<file path="config.mk">
export PLATFORM = sky130hd
export DESIGN_NAME = rx_serial_7e1_uc
export DESIGN_NICKNAME = d
export VERILOG_FILES = /design/src/rtl/rx_serial_7e1_uc_pkg.sv /design/src/rtl/rx_serial_7e1_uc_baud_timer.sv /design/src/rtl/rx_serial_7e1_uc.sv
export SDC_FILE = /design/constraint.sdc
export NUM_CORES = 1
export LEC_CHECK = 0
export ABC_CLOCK_PERIOD_IN_PS = 2050
export BUFFER_PORTS_ARGS = -buffer_cell sky130_fd_sc_hd__buf_2
export CAP_MARGIN = 10
export CORE_MARGIN = 2
export CORE_UTILIZATION = 45
export CTS_CLUSTER_SIZE = 16
export DETAILED_ROUTE_END_ITERATION = 8
export PLACE_DENSITY = 0.64
export SYNTH_ARGS = -nofsm -noshare
export SYNTH_HDL_FRONTEND = slang
export SYNTH_SLANG_ARGS = --single-unit
</file>
<file path="constraint.sdc">
create_clock -name clock -period 2.05 [get_ports clock]
set_input_delay 0.1025 -clock clock [delete_from_list [all_inputs] [get_ports clock]]
set_output_delay 0.1025 -clock clock [all_outputs]
set_load 0.02 [all_outputs]
</file>
<file path="src/rtl/rx_serial_7e1_uc_pkg.sv">
// Shared definitions for the 7E1 serial receiver control unit.
//   estado_t             : FSM state encodings, also exported on db_estado
//   FRAME_LEN            : bits per frame (start + 7 data + parity + stop)
//   CLKS_PER_BIT_DEFAULT : 50 MHz / 115200 baud
package rx_serial_7e1_uc_pkg;

   typedef enum logic [3:0] {
      INICIAL    = 4'd0,
      PREPARACAO = 4'd1,
      ESPERA     = 4'd2,
      AMOSTRA    = 4'd3,
      VERIFICA   = 4'd4,
      FINAL      = 4'd5
   } estado_t;

   localparam int unsigned FRAME_LEN            = 10;
   localparam int unsigned CLKS_PER_BIT_DEFAULT = 434;

endpackage

</file>
<file path="src/rtl/rx_serial_7e1_uc_baud_timer.sv">
// Loadable down-counter that times mid-bit sampling.
//   clock      : system clock, rising edge
//   reset      : asynchronous, active-low
//   carga_meio : load half-bit interval (start bit -> first sample)
//   carga_bit  : load full-bit interval (sample -> next sample)
//   tick       : one-cycle pulse in the last cycle of the loaded interval
module rx_serial_baud_timer
   import rx_serial_7e1_uc_pkg::*;
#(
   parameter int unsigned CLKS_PER_BIT = CLKS_PER_BIT_DEFAULT
) (
   input  logic clock,
   input  logic reset,
   input  logic carga_meio,
   input  logic carga_bit,
   output logic tick
);

   localparam int unsigned W = $clog2(CLKS_PER_BIT);

   // The load cycle and the cycle after tick both belong to the interval,
   // hence the -2 on each reload value.
   localparam logic [W-1:0] MEIO = W'(CLKS_PER_BIT / 2 - 2);
   localparam logic [W-1:0] BIT  = W'(CLKS_PER_BIT - 2);

   logic [W-1:0] cnt_q, cnt_d;
   logic         armed_q, armed_d;

   always_comb begin
      cnt_d   = cnt_q;
      armed_d = armed_q;
      if (carga_meio) begin
         cnt_d   = MEIO;
         armed_d = 1'b1;
      end else if (carga_bit) begin
         cnt_d   = BIT;
         armed_d = 1'b1;
      end else if (armed_q) begin
         // Disarm at zero instead of wrapping; only a reload re-arms.
         if (cnt_q == '0) armed_d = 1'b0;
         else             cnt_d   = cnt_q - 1'b1;
      end
   end

   assign tick = armed_q && (cnt_q == '0);

   always_ff @(posedge clock or negedge reset) begin
      if (!reset) begin
         cnt_q   <= '0;
         armed_q <= 1'b0;
      end else begin
         cnt_q   <= cnt_d;
         armed_q <= armed_d;
      end
   end

endmodule

</file>
<file path="src/rtl/rx_serial_7e1_uc.sv">
// Control unit of the 7E1 asynchronous serial receiver.
//   clock, reset      : system clock (rising edge), async active-low reset
//   RX                : raw serial line, idle high
//   fim, par_ok       : datapath bit counter at 9, datapath even parity ok
//   zera, conta       : clear / increment datapath bit counter
//   carrega, desloca  : preload shifter with all ones / shift RX in at MSB
//   registra          : load the 7-bit output register
//   pronto            : one-cycle frame-complete pulse
//   erro_paridade     : sticky parity error of last frame
//   erro_parada       : sticky stop-bit error of last frame
//   db_estado         : current state encoding
module rx_serial_7e1_uc
   import rx_serial_7e1_uc_pkg::*;
#(
   parameter int unsigned CLKS_PER_BIT = CLKS_PER_BIT_DEFAULT,
   parameter int unsigned SYNC_STAGES  = 2
) (
   input  logic       clock,
   input  logic       reset,
   input  logic       RX,
   input  logic       fim,
   input  logic       par_ok,
   output logic       zera,
   output logic       conta,
   output logic       carrega,
   output logic       desloca,
   output logic       registra,
   output logic       pronto,
   output logic       erro_paridade,
   output logic       erro_parada,
   output logic [3:0] db_estado
);

   logic [SYNC_STAGES-1:0] sync_q, sync_d;
   logic                   rx_s;

   estado_t state_q, state_d;
   logic    primeira_q, primeira_d;  // next AMOSTRA is the start-bit sample
   logic    stop_ok_q, stop_ok_d;
   logic    erro_paridade_q, erro_paridade_d;
   logic    erro_parada_q, erro_parada_d;
   logic    carga_meio, carga_bit, tick;

   assign sync_d = {sync_q[SYNC_STAGES-2:0], RX};
   assign rx_s   = sync_q[SYNC_STAGES-1];

   rx_serial_baud_timer #(
      .CLKS_PER_BIT (CLKS_PER_BIT)
   ) u_baud_timer (
      .clock      (clock),
      .reset      (reset),
      .carga_meio (carga_meio),
      .carga_bit  (carga_bit),
      .tick       (tick)
   );

   always_comb begin
      state_d         = state_q;
      primeira_d      = primeira_q;
      stop_ok_d       = stop_ok_q;
      erro_paridade_d = erro_paridade_q;
      erro_parada_d   = erro_parada_q;
      carga_meio      = 1'b0;
      carga_bit       = 1'b0;
      zera            = 1'b0;
      conta           = 1'b0;
      carrega         = 1'b0;
      desloca         = 1'b0;
      registra        = 1'b0;
      pronto          = 1'b0;
      case (state_q)
         INICIAL: begin
            if (!rx_s) state_d = PREPARACAO;
         end
         PREPARACAO: begin
            carrega         = 1'b1;
            zera            = 1'b1;
            carga_meio      = 1'b1;
            erro_paridade_d = 1'b0;
            erro_parada_d   = 1'b0;
            primeira_d      = 1'b1;
            state_d         = ESPERA;
         end
         ESPERA: begin
            if (tick) state_d = AMOSTRA;
         end
         AMOSTRA: begin
            desloca    = 1'b1;
            conta      = 1'b1;
            primeira_d = 1'b0;
            if (primeira_q && rx_s) begin
               state_d = INICIAL;
            end else if (fim) begin
               stop_ok_d = rx_s;
               state_d   = VERIFICA;
            end else begin
               carga_bit = 1'b1;
               state_d   = ESPERA;
            end
         end
         VERIFICA: begin
            registra        = 1'b1;
            erro_paridade_d = ~par_ok;
            erro_parada_d   = ~stop_ok_q;
            state_d         = FINAL;
         end
         FINAL: begin
            pronto  = 1'b1;
            state_d = INICIAL;
         end
         default: state_d = INICIAL;
      endcase
   end

   always_ff @(posedge clock or negedge reset) begin
      if (!reset) begin
         sync_q          <= '1;
         state_q         <= INICIAL;
         primeira_q      <= 1'b0;
         stop_ok_q       <= 1'b0;
         erro_paridade_q <= 1'b0;
         erro_parada_q   <= 1'b0;
      end else begin
         sync_q          <= sync_d;
         state_q         <= state_d;
         primeira_q      <= primeira_d;
         stop_ok_q       <= stop_ok_d;
         erro_paridade_q <= erro_paridade_d;
         erro_parada_q   <= erro_parada_d;
      end
   end

   assign erro_paridade = erro_paridade_q;
   assign erro_parada   = erro_parada_q;
   assign db_estado     = state_q;

endmodule
</file>
==> results of run 1 <==
-- stage by stage --
step	utilization [%]	total power, W
after detailed placement	51.2	0.00146
after CTS	53.4	0.00165
after floorplan	-	0.00125
final	53.4	0.00164
after global routing	53.4	0.00177
after global placement	51.2	0.00143
-- cell families (layout without fill, tap and decap cells) --
group                    Yosys count  after routing
AO/OA/AOI/OAI                     33             33
XOR/XNOR                           1              1
adder cells (fa/ha/maj)            1              1
buffers and inverters             12             29
flip-flops                        19             19
other                              1              1
AND/OR/NAND/NOR                   38             38
-- per-layer routing --
metal | up-vias | part of all wire [%]
met3 | 2 | 4.5
li1 | 415 | -
met2 | 17 | 47
met1 | 416 | 48
met4 | 0 | 1.0
met5 | - | 0
-- critical path, stage by stage, from the launching register on --
cell and delay, ns:
dfrtp_1 0.39, inv_1 0.09, ha_1 0.18, or4b_4 0.51, o21a_4 0.28, a211oi_1 0.24, a41oi_1 0.07
-- cell type report --
type / instances / share of cell area [%]
Timing Repair Buffer: 18 / 8.77
Inverter: 7 / 2.46
Clock buffer: 3 / 1.93
Tap cell: 28 / 2.99
Multi-Input combinational cell: 74 / 42.6
Clock inverter: 1 / 0.428
Sequential cell: 19 / 40.9
-- worst max-delay path by stage --
| stage | from | endpoint | slack, ns | cells after the start |
|---|---|---|---|---|
| floorplan | u_baud_timer.cnt_q[0] | u_baud_timer.cnt_q[4] | 0.26 | 6 |
| global placement | u_baud_timer.cnt_q[0] | u_baud_timer.cnt_q[4] | 0.22 | 6 |
| detailed placement | u_baud_timer.cnt_q[0] | u_baud_timer.cnt_q[4] | 0.16 | 6 |
| CTS | u_baud_timer.cnt_q[0] | u_baud_timer.cnt_q[4] | 0.14 | 6 |
| global route | u_baud_timer.cnt_q[0] | u_baud_timer.cnt_q[8] | 0.06 | 6 |
| finish | u_baud_timer.cnt_q[0] | u_baud_timer.cnt_q[4] | 0.14 | 6 |
-- where the power goes --
part / internal [W] / switching (W)
Combinational: 0.000317 / 0.000460
Clock: 0.0000728 / 0.000112
Sequential: 0.000525 / 0.000156
-- Yosys cell counts --
cell type / instances
a211oi_2: 1
nor2b_1: 2
nand2_1: 12
a211oi_1: 2
nor4_2: 1
o211ai_1: 2
a31oi_1: 2
a31o_1: 1
and3_1: 2
conb_1: 1
a31o_2: 1
or4b_4: 1
o21bai_1: 1
a22oi_1: 1
o22a_1: 2
a41oi_1: 4
a21oi_1: 6
a2bb2oi_1: 1
dfstp_2: 2
and2b_1: 1
xor2_1: 1
buf_4: 3
o22ai_1: 1
o21ai_1: 2
o221ai_2: 1
o21a_4: 1
or4_4: 1
and3b_1: 1
ha_1: 1
dfrtp_1: 17
o21ba_2: 1
inv_4: 1
inv_1: 6
nor2_8: 1
nand2b_1: 3
o21ai_0: 3
nand3_1: 1
nor3_1: 2
nor2_1: 8
nor3b_1: 2
buf_2: 2
-- state kept, by name (all words and copies together), names as in the netlist --
| register | count |
|---|---|
| db_estado | 3 |
| erro_parada | 1 |
| erro_paridade | 1 |
| primeira_q | 1 |
| stop_ok_q | 1 |
| sync_q | 2 |
| u_baud_timer.armed_q | 1 |
| u_baud_timer.cnt_q | 9 |
-- repair_timing --
action / 4_1_cts / 5_1_grt
endpoints found under the setup margin: 0 / 0
hold endpoints to repair: 18 / 0
hold buffers: 2 / 0
gates resized for setup: 0 / 0
==> impl_metrics.py, run 1 <==
metrics = {
    "clocking": {
        "cts-root-buf": "clkbuf_4",
        "clk_pin_slew_ns": 0.11,
        "cts_tree": "done",
        "cts_max_level": 1,
        "numCtsBuffers": 3,
        "postCtsSetupRepairBufs": 0,
        "cts_sinks": 19,
        "clock_path_buffers": 2,
        "insertion_delay_ns": 0.30,
    },
    "sta": {
        "post-route-min-period_ns": 1.91,
        "period_share_pct": 93.2,
        "hold_ws_ns": 0.0583,
        "finalHoldViolCount": 0,
        "finalClockSkew_ns": 0.00821,
        "setup-tns-final_ns": 0,
        "rsz0062_at_grt": "no",
        "clock.fmax_ghz": 0.524,
        "layout_setup_ws_ns": 0.140,
        "setup_viol": 0,
        "drv_slew": 0,
    },
    "floorplanning": {
        "rows": 17,
        "die_y_um": 52.0,
        "ios": 17,
        "start_util_pct": 47.3,
        "coreArea_um2": 2190,
        "fp.dieW_um": 52.0,
        "die_area_um2": 2710,
    },
    "finish": {
        "nFillCells": 202,
        "layout_common_cells": "17 x dfrtp_1, 15 x buf_2, 12 x nand2_1",
        "diodes": 0,
        "multi_input_area_um2": 498,
        "syn_to_final_growth_pct": 12.8,
        "fin_nets": 129,
        "final_cells": 150,
        "drive_above_1_share_pct": 26.2,
        "final_area_um2": 1170,
        "layout_commonest_cell": "dfrtp_1",
        "seq_area_um2": 478,
    },
    "hold_path": {
        "hold_path_class": "in -> reg",
        "hold-path-endpoint": "db_estado[2]",
        "min_from": "fim",
        "min_delay_path_depth": 2,
    },
    "synthesis": {
        "synth_nets": 111,
        "synth.top_cell.area_share_pct": 41.0,
        "synthAdderAreaFrac_pct": 1.21,
        "ys_types": 41,
        "syn_avg_cell_area_um2": 9.88,
        "synth_top_family_by_area": "compound AO/OA/AOI/OAI gates",
        "synthSimpleGateAreaFrac_pct": 21.5,
        "synth_compound_area_share_pct": 24.1,
        "ys_ff_latch": 19,
        "yosysSeqAreaShare_pct": 46.1,
        "yosys-top-cells-area": "dfrtp_1 41%, dfstp_2 5.1%, nand2_1 4.3%, a41oi_1 3.4%, a21oi_1 2.9%",
        "syn_inst": 105,
        "synthMuxAreaShare_pct": 0,
        "synth_area_um2": 1040,
        "ys.warnings.count": 0,
        "synthXorXnorAreaFrac_pct": 0.844,
        "yosysTopAreaCell": "dfrtp_1",
    },
    "route": {
        "via_per_inst": 5.67,
        "wl_per_cell_um": 13.9,
        "post-route-drc-count": 0,
        "ant_nets": 0,
        "vias": 850,
        "wl_mm": 2.09,
        "drt_first_pass_iters": 4,
        "drtIter0Drc": 8,
    },
    "placement": {
        "placed_cells_incl_taps": 144,
        "pre_cts_slack_ns": 0.163,
        "gp_congestion": 0.836,
        "dpl.hpwl_mm": 1.53,
        "port_buffers": 15,
        "place_area_um2": 1120,
    },
    "worst_setup_path": {
        "reg2reg_slack_ns": 0.14,
        "r2r_start": "u_baud_timer.cnt_q[0]",
        "crit_path_end_kind": "register",
        "critPathKind": "reg -> reg",
        "regToRegEndpoint": "u_baud_timer.cnt_q[4]",
        "worst_setup_path_start_kind": "register",
        "arrival_ns": 2.07,
        "critPathMaxFanout": 7,
        "r2r_cells": 6,
        "cp.required_ns": 2.21,
    },
    "global_routing": {
        "gr-usage-met1_pct": 23.5,
        "track_usage_pct": 18.2,
        "grt_pass1_vias": 796,
        "use_met3_pct": 5.17,
        "met2_usage_pct": 28.7,
        "grt_overflow_total": 0,
        "grt_pass1_wl_mm": 3.58,
        "grt.busiest_layer": "met2",
        "grt_max_degree": 20,
        "antenna_found_initial": 0,
    },
    "power": {
        "cellLeakagePower_nw": 0.543,
        "power_density_nw_per_um2": 1400,
        "ir_drop_mv": 0.733,
    },
    "flow_run": {
        "timing.max_cap.violations": 0,
    },
    "status": {
        "status": "finished clean",
    },
}
Power figures use the tool's default switching activity.
==> run 2: changes to the inputs <==
Settings changed: CORE_UTILIZATION 45 to 54, PLACE_DENSITY 0.64 to 0.75.
==> run 2 against run 1 <==
Against the previous run:
- worst setup slack lost 0.0042 ns
- clock power rose by 5%
- first-iteration DRC count grew to 2.8 times the previous value
- maximum frequency fell by 0.22%
- utilization is 12 points higher
- clock-buffer cell count did not move
- flip-flop and latch count stayed put
- power fell by 0.88%
- worst hold slack got worse by 0.0050 ns
- combinational power decreased by 4.0%
- clock skew grew 0.0030 ns
- die area down 15%
- critical path type unchanged
==> impl_metrics.py, run 2 (synthesized netlist as in run 1, its figures left out) <==
metrics = {
    "worst_setup_path": {
        "reg2reg_slack_ns": 0.14,
        "arrival_ns": 2.07,
        "crit_path_end_kind": "register",
        "worst_setup_path_start_kind": "register",
        "critPathLaunch": "u_baud_timer.cnt_q[1]",
        "critPathKind": "reg -> reg",
        "crit_cells": 6,
        "crit_chain": "inv_1 > ha_1 > or4b_4 > o21a_4 > a211oi_1 > a41oi_1",
        "cp_slowest_cell": "or4b_4",
        "cp_num_buf_inv": 1,
        "critPathMaxFanout": 7,
        "cp.required_ns": 2.21,
        "critPathMaxStageDelay_ns": 0.51,
        "r2r_cells": 6,
        "r2r_start": "u_baud_timer.cnt_q[1]",
        "regToRegEndpoint": "u_baud_timer.cnt_q[4]",
        "critPathCapture": "u_baud_timer.cnt_q[4]",
        "crit_family": "compound AO/OA/AOI/OAI gates",
    },
    "flow_run": {
        "timing.max_cap.violations": 0,
    },
    "placement": {
        "placed_cells_incl_taps": 140,
        "dpl.hpwl_mm": 1.47,
        "place_area_um2": 1110,
        "port_buffers": 15,
        "gp_congestion": 0.868,
    },
    "global_routing": {
        "grt_pass1_vias": 741,
        "track_usage_pct": 21.6,
        "grt_overflow_total": 0,
        "antenna_found_initial": 0,
        "grt_pass1_wl_mm": 3.37,
        "grt_max_degree": 20,
    },
    "finish": {
        "seq_area_um2": 478,
        "syn_to_final_growth_pct": 11.7,
        "layout_common_cells": "17 x dfrtp_1, 15 x buf_2, 12 x nand2_1",
        "final_area_um2": 1160,
        "top_register": "u_baud_timer.cnt_q",
        "nFillCells": 148,
        "diodes": 0,
        "multi_input_area_um2": 498,
        "layout_commonest_cell": "dfrtp_1",
        "largest_reg_flops": 9,
        "fin_nets": 128,
        "drive_above_1_share_pct": 25.6,
        "final_cells": 146,
    },
    "power": {
        "pwr-share-clk_pct": 11.8,
        "switching_power_w": 0.000724,
        "seq_power_share_pct": 42.4,
        "internal_power_w": 0.000904,
        "power_density_nw_per_um2": 1410,
        "p_comb_share_pct": 45.8,
        "switching_share_pct": 44.5,
        "ir_drop_mv": 0.836,
        "cellLeakagePower_nw": 0.538,
    },
    "clocking": {
        "clk_pin_slew_ns": 0.12,
        "cts_sinks": 19,
        "cts_max_level": 1,
        "postCtsSetupRepairBufs": 0,
        "insertion_delay_ns": 0.30,
        "numCtsBuffers": 3,
        "cts-root-buf": "clkbuf_4",
        "cts_tree": "done",
        "clock_path_buffers": 2,
    },
    "sta": {
        "post-route-min-period_ns": 1.91,
        "drv_slew": 0,
        "finalHoldViolCount": 0,
        "finalClockSkew_ns": 0.0112,
        "setup-tns-final_ns": 0,
        "rsz0062_at_grt": "no",
        "setup_viol": 0,
        "period_share_pct": 93.4,
        "clock.fmax_ghz": 0.522,
    },
    "hold_path": {
        "min_from": "fim",
        "min_delay_path_depth": 2,
        "hold_path_class": "in -> reg",
    },
    "floorplanning": {
        "rows": 15,
        "start_util_pct": 58.8,
        "die_area_um2": 2290,
        "die_y_um": 47.8,
        "fp.dieW_um": 47.8,
        "coreArea_um2": 1760,
        "ios": 17,
    },
    "status": {
        "status": "finished clean",
    },
    "route": {
        "via_per_inst": 5.73,
        "post-route-drc-count": 0,
        "drt_first_pass_iters": 4,
        "wl_mm": 2.01,
        "ant_nets": 0,
        "wl_per_cell_um": 13.8,
        "drtIter0Drc": 22,
        "vias": 837,
    },
}
## run 2: cell types whose count changed in the layout (fill, tap and decap cells not counted), sizes merged
| cell | change |
|---|---|
| buf | -1 |
## run 2: how the worst min path moves through the flow
stage                          endpoint  slack [ns]
final                      db_estado[2]        0.05
after global routing       db_estado[2]        0.05
after CTS                  db_estado[2]        0.05
after detailed placement    erro_parada        0.07
after global placement    erro_paridade        0.05
after floorplan            db_estado[0]       -0.19
## run 2: through the flow
| step | setup WS [ns] | hold slack [ns] | power [W] | utilization, % |
|---|---|---|---|---|
| 6_report | 0.136 | 0.0533 | 0.00163 | 65.7 |
| 5_1_grt | 0.0230 | 0.0506 | 0.00177 | 65.7 |
| 4_1_cts | 0.137 | 0.0472 | 0.00164 | 65.7 |
| 3_5_place_dp | 0.166 | 0.0663 | 0.00144 | 63.0 |
| 3_3_place_gp | 0.219 | 0.0537 | 0.00141 | 63.0 |
| 2_1_floorplan | 0.264 | -0.193 | 0.00125 | - |
## run 2: cell type report
type	count	area share [%]
well taps	25	2.70
multi-input cells	74	43.0
flip-flops and latches	19	41.3
clock buffers	3	1.94
clock inverters	1	0.432
repair buffers	17	8.21
inverters	7	2.48
## run 2: power groups by stage
| stage | clock network [W] | registers, W | logic [W] |
|---|---|---|---|
| global placement | 0 | 0.000688 | 0.000721 |
| detailed placement | 0 | 0.000696 | 0.000741 |
| global route | 0.000213 | 0.000725 | 0.000833 |
| CTS | 0.000200 | 0.000689 | 0.000748 |
| floorplan | 0 | 0.000698 | 0.000556 |
| finish | 0.000193 | 0.000690 | 0.000746 |
## run 2: routing by layer
layer / GRT usage (%) / part of all wire [%] / vias up
met5: 0 / 0 / -
met2: 29.9 / 46 / 25
met3: 5.28 / 4.9 / 3
met1: 31.7 / 49 / 395
met4: 9.73 / 0.60 / 0
li1: - / - / 414
## run 2: repair_timing
item	CTS	global route
hold buffers	2	0
hold endpoints to repair	18	0
gates resized for setup	0	0
## run 2: worst register-to-register path, stage by stage, from the launching register on
cell	delay (ns)
dfrtp_1	0.40
inv_1	0.09
ha_1	0.19
or4b_4	0.51
o21a_4	0.28
a211oi_1	0.23
a41oi_1	0.06
==> run 3: changes to the inputs <==
Settings changed: CORE_UTILIZATION 54 to 30, PLACE_DENSITY 0.75 to 0.46.
==> run 3 against run 2 <==
Against the previous run:
- combinational power is 6.0% higher
- die area is 72% higher
- non-clock buffer count is 2 higher
- critical endpoint unchanged
==> impl_metrics.py, run 3 (synthesized netlist as in run 1, its figures left out) <==
metrics = {
    "global_routing": {
        "grt_max_degree": 20,
        "track_usage_pct": 12.0,
        "grt_pass1_vias": 746,
        "antenna_found_initial": 0,
        "grt_overflow_total": 0,
        "grt_pass1_wl_mm": 3.71,
    },
    "clocking": {
        "numCtsBuffers": 3,
        "cts-root-buf": "clkbuf_4",
        "post_cts_resized": 0,
        "clk_pin_slew_ns": 0.11,
        "insertion_delay_ns": 0.30,
        "cts_max_level": 1,
        "cts_tree": "done",
        "clock_path_buffers": 2,
        "cts_sinks": 19,
        "postCtsSetupRepairBufs": 0,
    },
    "floorplanning": {
        "start_util_pct": 31.1,
        "fp.dieW_um": 62.8,
        "die_y_um": 62.8,
        "rows": 21,
        "coreArea_um2": 3340,
        "die_area_um2": 3940,
        "ios": 17,
    },
    "sta": {
        "rsz0062_at_grt": "no",
        "finalClockSkew_ns": 0.00397,
        "drv_slew": 0,
        "layout_setup_ws_ns": 0.168,
        "post-route-min-period_ns": 1.88,
        "period_share_pct": 91.8,
        "setup-tns-final_ns": 0,
        "finalHoldViolCount": 0,
        "clock.fmax_ghz": 0.531,
        "setup_viol": 0,
    },
    "power": {
        "ir_drop_mv": 0.503,
        "power_density_nw_per_um2": 1380,
        "cellLeakagePower_nw": 0.547,
        "finalPower_w": 0.00166,
    },
    "finish": {
        "layout_commonest_cell": "dfrtp_1",
        "diodes": 0,
        "syn_to_final_growth_pct": 15.7,
        "largest_reg_flops": 9,
        "layout_common_cells": "17 x dfrtp_1, 15 x buf_2, 12 x nand2_1",
        "fin_nets": 130,
        "final_util_pct": 36.0,
        "drive_above_1_share_pct": 26.8,
        "top_register": "u_baud_timer.cnt_q",
    },
    "route": {
        "wl_per_cell_um": 13.1,
        "post-route-drc-count": 0,
        "vias": 807,
        "via_per_inst": 4.78,
        "drtIter0Drc": 22,
        "drt_first_pass_iters": 4,
        "ant_nets": 0,
        "wl_mm": 2.21,
    },
    "placement": {
        "dpl.hpwl_mm": 1.68,
        "gp_congestion": 0.911,
        "port_buffers": 15,
        "pre_cts_slack_ns": 0.170,
    },
    "worst_setup_path": {
        "critPathMaxFanout": 7,
        "crit_path_end_kind": "register",
        "cp.required_ns": 2.23,
        "worst_setup_path_start_kind": "register",
        "arrival_ns": 2.06,
        "critPathKind": "reg -> reg",
    },
    "flow_run": {
        "timing.max_cap.violations": 0,
    },
    "hold_path": {
        "hold_path_class": "in -> reg",
    },
    "status": {
        "status": "finished clean",
    },
}
run 3: cell types whose count changed in the layout (fill, tap and decap cells not counted):
cell   before  now
buf_4       0    2
run 3: routing by layer:
metal	vias up	track usage (%)	share of wire, %
met1	380	18.5	53
met4	0	5.83	1.2
met3	2	1.08	2.0
met5	-	0	0
met2	11	16.5	44
li1	414	-	-
run 3: area by class of cell:
cell class / instances / area, µm²
clock buffer: 3 / 22.5
sequential: 19 / 478
multi-input combinational: 74 / 498
fill: 353 / 2140
inverter: 7 / 28.8
tap: 46 / 57.6
clock inverter: 1 / 5.00
timing repair buffer: 19 / 110
run 3: where the power goes:
part           switching [W]  internal [W]  total [W]
logic               0.000464      0.000327   0.000791
registers           0.000149      0.000525   0.000674
clock network       0.000119     0.0000726   0.000192
run 3: metrics by stage:
stage | instances | cell area, µm² | hold WS (ns)
finish | 169 | 1200 | 0.0643
CTS | 169 | 1200 | 0.0477
global placement | 163 | 1150 | 0.0714
global route | 169 | 1200 | 0.0579
detailed placement | 163 | 1150 | 0.0781
floorplan | 105 | 1040 | -0.193
run 3: worst paths after layout:
path                       cells after the start  slack, ns               endpoint                   from
max                                            6       0.17  u_baud_timer.cnt_q[4]  u_baud_timer.cnt_q[0]
max in group asynchronous                      2       1.46              sync_q[0]                  reset
max reg2reg                                    6       0.17  u_baud_timer.cnt_q[4]  u_baud_timer.cnt_q[0]
min in group asynchronous                      2       0.26  u_baud_timer.cnt_q[3]                  reset
min                                            2       0.06           db_estado[2]                    fim
min reg2reg                                    0       0.37              sync_q[1]              sync_q[0]
run 3: what timing repair did:
item                                    in CTS  in global routing
endpoints found under the setup margin       0                  0
hold buffers                                 2                  0
endpoints found under the hold margin       18                  0
run 3: critical path: stages (launching register included):
cell and delay (ns):
dfrtp_1 0.40, inv_1 0.09, ha_1 0.19, or4b_4 0.51
o21a_4 0.28, a211oi_1 0.23, a41oi_1 0.06
